[src/rtl/add_sub_pipe_if.sv]
// Streaming operand/result bus for add_sub_pipe: valid/ready on both the operand and result sides.
interface add_sub_pipe_if #(
   parameter int unsigned WIDTH = 32
);
   logic             in_valid;
   logic             in_ready;
   logic [WIDTH-1:0] a;
   logic [WIDTH-1:0] b;
   logic             c_in;
   logic             sub;
   logic             out_valid;
   logic             out_ready;
   logic [WIDTH-1:0] s;
   logic             c_out;
   logic             ovf;

   modport master (
      output in_valid, a, b, c_in, sub, out_ready,
      input  in_ready, out_valid, s, c_out, ovf
   );

   modport slave (
      input  in_valid, a, b, c_in, sub, out_ready,
      output in_ready, out_valid, s, c_out, ovf
   );
endinterface

[src/rtl/add_sub_pipe.sv]
// Pipelined two's-complement adder/subtractor, one WIDTH/STAGES-bit carry slice per stage.
// Define ADD_SUB_PIPE_SATURATE_EN to clamp s to the signed limit on overflow.
module add_sub_pipe #(
   parameter int unsigned WIDTH  = 32,
   parameter int unsigned STAGES = 4
) (
   input  logic          clk,
   input  logic          rst,
   add_sub_pipe_if.slave bus
);
   localparam int unsigned SW   = WIDTH / STAGES;
   localparam int unsigned SW1  = SW + 1;
   localparam int unsigned LAST = STAGES - 1;

   logic adv;
   logic ovf_q;

   for (genvar k = 0; k < STAGES; k++) begin : g_stage
      // RW: operand bits still to be summed; LW: result bits produced so far
      localparam int unsigned RW = WIDTH - k * SW;
      localparam int unsigned LW = (k + 1) * SW;

      logic [RW-1:0] op_a;
      logic [RW-1:0] op_b;
      logic          op_c;
      logic          op_v;
      logic [SW:0]   sum;
      logic [LW-1:0] res;
      logic [LW-1:0] nxt;
      logic [LW-1:0] s_r;
      logic          c_r;
      logic          v_r;

      // Subtraction folds into the first stage as a + ~b + ~c_in
      if (k == 0) begin : g_head
         assign op_a = bus.a;
         assign op_b = bus.sub ? ~bus.b : bus.b;
         assign op_c = bus.sub ? ~bus.c_in : bus.c_in;
         assign op_v = bus.in_valid;
         assign res  = sum[SW-1:0];
      end else begin : g_body
         assign op_a = g_stage[k-1].g_skew.a_r;
         assign op_b = g_stage[k-1].g_skew.b_r;
         assign op_c = g_stage[k-1].c_r;
         assign op_v = g_stage[k-1].v_r;
         assign res  = {sum[SW-1:0], g_stage[k-1].s_r};
      end

      assign sum = SW1'(op_a[SW-1:0]) + SW1'(op_b[SW-1:0]) + SW1'(op_c);

      if (k < LAST) begin : g_skew
         logic [RW-SW-1:0] a_r;
         logic [RW-SW-1:0] b_r;

         assign nxt = res;

         // Unconsumed upper operand slices travel alongside their beat
         always_ff @(posedge clk or posedge rst) begin
            if (rst) begin
               a_r <= '0;
               b_r <= '0;
            end else if (adv) begin
               a_r <= op_a[RW-1:SW];
               b_r <= op_b[RW-1:SW];
            end
         end
      end else begin : g_tail
         logic msb_cin;
         logic ovf_n;

         // Carry into the MSB recovered from the MSB sum bit
         assign msb_cin = op_a[SW-1] ^ op_b[SW-1] ^ sum[SW-1];
         assign ovf_n   = msb_cin ^ sum[SW];

`ifdef ADD_SUB_PIPE_SATURATE_EN
         assign nxt = !ovf_n ? res
                    : (op_a[SW-1] ? {1'b1, {(LW-1){1'b0}}} : {1'b0, {(LW-1){1'b1}}});
`else
         assign nxt = res;
`endif

         always_ff @(posedge clk or posedge rst) begin
            if (rst) begin
               ovf_q <= 1'b0;
            end else if (adv) begin
               ovf_q <= ovf_n;
            end
         end
      end

      always_ff @(posedge clk or posedge rst) begin
         if (rst) begin
            s_r <= '0;
            c_r <= 1'b0;
            v_r <= 1'b0;
         end else if (adv) begin
            s_r <= nxt;
            c_r <= sum[SW];
            v_r <= op_v;
         end
      end
   end

   // Whole pipe advances in lockstep whenever the output slot is free or draining
   assign adv           = !g_stage[LAST].v_r || bus.out_ready;
   assign bus.in_ready  = adv;
   assign bus.out_valid = g_stage[LAST].v_r;
   assign bus.s         = g_stage[LAST].s_r;
   assign bus.c_out     = g_stage[LAST].c_r;
   assign bus.ovf       = ovf_q;
endmodule

[src/flat_wrapper.sv]
// flat-port wrapper written by rule: the top's interface ports become plain ports
module add_sub_pipe_flat 
#(
   parameter int unsigned WIDTH  = 32,
   parameter int unsigned STAGES = 4
)
  (clk, rst, bus_in_valid, bus_a, bus_b, bus_c_in, bus_sub, bus_out_ready, bus_in_ready, bus_out_valid, bus_s, bus_c_out, bus_ovf);
  add_sub_pipe_if #(.WIDTH(WIDTH)) bus_i ();
  input  logic clk;
  input  logic rst;
  input wire logic [$bits(bus_i.in_valid)-1:0] bus_in_valid;
  input wire logic [$bits(bus_i.a)-1:0] bus_a;
  input wire logic [$bits(bus_i.b)-1:0] bus_b;
  input wire logic [$bits(bus_i.c_in)-1:0] bus_c_in;
  input wire logic [$bits(bus_i.sub)-1:0] bus_sub;
  input wire logic [$bits(bus_i.out_ready)-1:0] bus_out_ready;
  output wire logic [$bits(bus_i.in_ready)-1:0] bus_in_ready;
  output wire logic [$bits(bus_i.out_valid)-1:0] bus_out_valid;
  output wire logic [$bits(bus_i.s)-1:0] bus_s;
  output wire logic [$bits(bus_i.c_out)-1:0] bus_c_out;
  output wire logic [$bits(bus_i.ovf)-1:0] bus_ovf;
  assign bus_i.in_valid = bus_in_valid;
  assign bus_i.a = bus_a;
  assign bus_i.b = bus_b;
  assign bus_i.c_in = bus_c_in;
  assign bus_i.sub = bus_sub;
  assign bus_i.out_ready = bus_out_ready;
  assign bus_in_ready = bus_i.in_ready;
  assign bus_out_valid = bus_i.out_valid;
  assign bus_s = bus_i.s;
  assign bus_c_out = bus_i.c_out;
  assign bus_ovf = bus_i.ovf;
  add_sub_pipe #(.WIDTH(WIDTH), .STAGES(STAGES)) u_core (.clk(clk), .rst(rst), .bus(bus_i));
endmodule
[config.mk]
export PLATFORM = sky130hd
export DESIGN_NAME = add_sub_pipe_flat
export DESIGN_NICKNAME = d
export VERILOG_FILES = /design/src/rtl/add_sub_pipe_if.sv /design/src/rtl/add_sub_pipe.sv /design/src/flat_wrapper.sv
export SDC_FILE = /design/constraint.sdc
export NUM_CORES = 1
export LEC_CHECK = 0
export CAP_MARGIN = 30
export CORE_MARGIN = 2
export CORE_UTILIZATION = 30
export CTS_BUF_LIST = sky130_fd_sc_hd__clkbuf_8
export CTS_CLUSTER_SIZE = 8
export DETAILED_ROUTE_END_ITERATION = 8
export PLACE_DENSITY = 0.55
export SYNTH_ARGS = -nofsm -noshare
export SYNTH_HDL_FRONTEND = slang
export SYNTH_SLANG_ARGS = --single-unit
export TNS_END_PERCENT = 30
[constraint.sdc]
create_clock -name clk -period 9.3 [get_ports clk]
set_input_delay 2.325 -clock clk [delete_from_list [all_inputs] [get_ports clk]]
set_output_delay 2.325 -clock clk [all_outputs]
set_load 0.02 [all_outputs]
==> qor.yml <==
hp-class: "flip-flop to flip-flop"
wirelength_um: 17600
peakVddDrop_uv: 93.1
crit_path_start: "bus_out_ready"
antenna_left: 0
power_uw: 3300
multi_input_area_um2: 3500
cts_hold_repair.buffers: 0
gp_congestion: 0.771
finalHoldViolCount: 0
regToRegStartpoint: "u_core.bus.out_valid"
drt-pass1-iter-count: 5
path_max_fanout: 37
die_y_um: 171
critPathSlowestCell: "nor2b_4"
fin_ws_ns: 2.55
synth_edf_count: 0
synthCells: 918
worst_setup_path_end_kind: "primary output"
die_area_um2: 29300
cts_made_buffers: 17
vias: 5997
setup_viol: 0
synth_nets: 1024
synth_simple_gate_area_share_pct: 22.4
syn_area_per_cell_um2: 9.12
power.density_nw_per_um2: 323
synth_top_family_by_area: "simple AND/OR/NAND/NOR gates"
async_flop_share_pct: 100
fmax_ghz: 0.148
p_leak_uw: 0.00489
cp.required_ns: 6.98
cts-resized-gates: 0
fillers: 2933
portBuffers: 105
post-dp-hpwl_um: 11700
synthFlopType: "dfrtp_1"
row_count: 61
grt_overflow: 0
drt-vias-per-instance: 4.30
grt_first_pass_wirelength_um: 29900
drive_above_1_share_pct: 5.01
ys_ff_latch: 185
final.min_clock_period_ns: 6.75
first_global_vias: 6019
synth_mux_area_share_pct: 0.254
post_cts_buffers: 0
grt_max_degree: 135
synth_area_um2: 8370
hold-path-cell-count: 2
fin_skew_ns: 0.0166
diodes: 0
cts-root-buf: "clkbuf_8"
slowest_delay_ns: 0.67
maxCapViolations: 0
synth-compound-area-share_pct: 7.53
path_common_cell: "clkdlybuf4s50_1"
ioPinCount: 106
post-route-period-util_pct: 72.6
drtIter0Drc: 375
final_cell_mix: "nand2_1 (437), dfrtp_1 (185), clkdlybuf4s50_1 (104), xnor2_1 (30), ha_1 (28)"
layout_commonest_cell: "nand2_1"
ff_latch_area_um2: 4630
cp-start-kind: "primary input"
initial_core_util_pct: 30.3
rsz0062_at_grt: "false"
tritoncts: "built"
clkSinkCount: 185
status: "finished clean"
worst-setup-path-type: "primary input to primary output"
nNetsFinal: 1111
r2r_cells: 7
area.growth.synth_to_final_pct: 22.0
drv_slew: 0
drc: 0
synth-xor-area-share_pct: 5.44
coreArea_um2: 27600
die_w_um: 171
hold_start: "u_core.g_stage[1].g_skew.b_r[11]"
wl_per_cell_um: 12.6
ys_seq_area_share_pct: 55.3
worstMarginPinSlew_ns: 0.819
synth.distinct_cells: 44
clkTransAtPathRegs_ns: 0.11
clockBufferDepth: 2
slew-limit-headroom_pct: 45.3
antenna_found_initial: 0
dp_slack_ns: 2.52
synthAdderAreaFrac_pct: 6.10
htreeDepth: 4
ys_warn_count: 0
clock_latency_ns: 0.47
path_cells: "clkdlybuf4s50_1 > nor2b_4 > inv_4 > clkdlybuf4s50_1"
cp_data_arrival_time_ns: 4.42
setup_tns_ns: 0
grtUsageTotal_pct: 12.8
[final timing paths]
path / to / slack [ns]
max: bus_in_ready / 2.55
min: u_core.g_stage[2].g_skew.b_r[3] / 0.47
max reg2reg: u_core.g_stage[2].c_r / 6.57
min reg2reg: u_core.g_stage[2].g_skew.b_r[3] / 0.47
max in group asynchronous: u_core.g_stage[2].g_skew.a_r[2] / 5.59
min in group asynchronous: u_core.g_stage[0].g_skew.a_r[8] / 2.23
[metal layers]
metal	vias up	part of all wire [%]	global-route usage, %
met5	-	0	0
met4	0	1.3	4.09
met3	18	2.9	2.68
met2	88	45	19.9
met1	2794	51	18.0
li1	3097	-	-
[layout make-up]
class / count / share of cell area, %
flip-flops and latches: 185 / 45.3
multi-input cells: 675 / 34.2
repair buffers: 113 / 11.2
well taps: 378 / 4.63
clock buffers: 19 / 2.56
clock inverters: 13 / 1.47
inverters: 13 / 0.576
[worst max-delay path: cells and delay by family]
kind,cells,cell delay (ns)
buffers and inverters,3,1.41
and+or+nand+nor,1,0.67
[per-stage QoR]
step                instance area [um^2]  util [%]  instances  hold WS [ns]
detailed placement                  9750      35.3       1362         0.455
global route                       10200      37.0       1396         0.487
floorplan                           8370         -        918         0.430
finish                             10200      37.0       1396         0.467
global placement                    9750      35.3       1362         0.450
CTS                                10200      36.8       1394         0.468
[state kept, by name, summed over array words and instances (netlist names)]
name                       cells
u_core.bus.c_out               1
u_core.bus.out_valid           1
u_core.bus.ovf                 1
u_core.bus.s                  32
u_core.g_stage.c_r             3
u_core.g_stage.g_skew.a_r     48
u_core.g_stage.g_skew.b_r     48
u_core.g_stage.s_r            48
u_core.g_stage.v_r             3
[synth_stat cells (all sizes together), types with 2 or more instances]
master   count  area (um^2)
or3          3         18.8
nor3         6         30.0
nand2b       2         15.0
ha          28          350
xnor2       30          263
or2          2         12.5
dfrtp      185         4630
fa           8          160
o21bai       3         22.5
nand2      437         1640
and3b        2         17.5
o41a         2         22.5
o211ai       4         30.0
nand3        2         10.0
inv         13         48.8
a21oi       26          138
nor2b        2         12.5
nor3b        2         15.0
clkbuf      11         41.3
o21ai       43          215
o311ai       2         35.0
buf         34          165
a211oi       4         30.0
a31oi        3         18.8
o2111ai      2         17.5
xor2        22          193
a21o         4         30.0
o31ai        4         30.0
nor2        23         86.3
[cell families (layout without fill, tap and decap cells)]
group,after synthesis,in the layout
DFF,185,185
AOI/OAI and AO/OA,102,102
and+or+nand+nor,483,483
buffers and inverters,58,158
muxes,2,2
adders and majority gates,36,36
xor gates and xnor gates,52,52
[power by group]
group / total (uW) / internal [uW] / switching [uW] / leakage, uW
Sequential: 1360 / 1160 / 201 / 0.00223
Clock: 555 / 239 / 317 / 0.000204
Combinational: 1380 / 592 / 785 / 0.00245
Total: 3300 / 1990 / 1300 / 0.00489
Note: power is estimated with default switching activity, not from simulation.
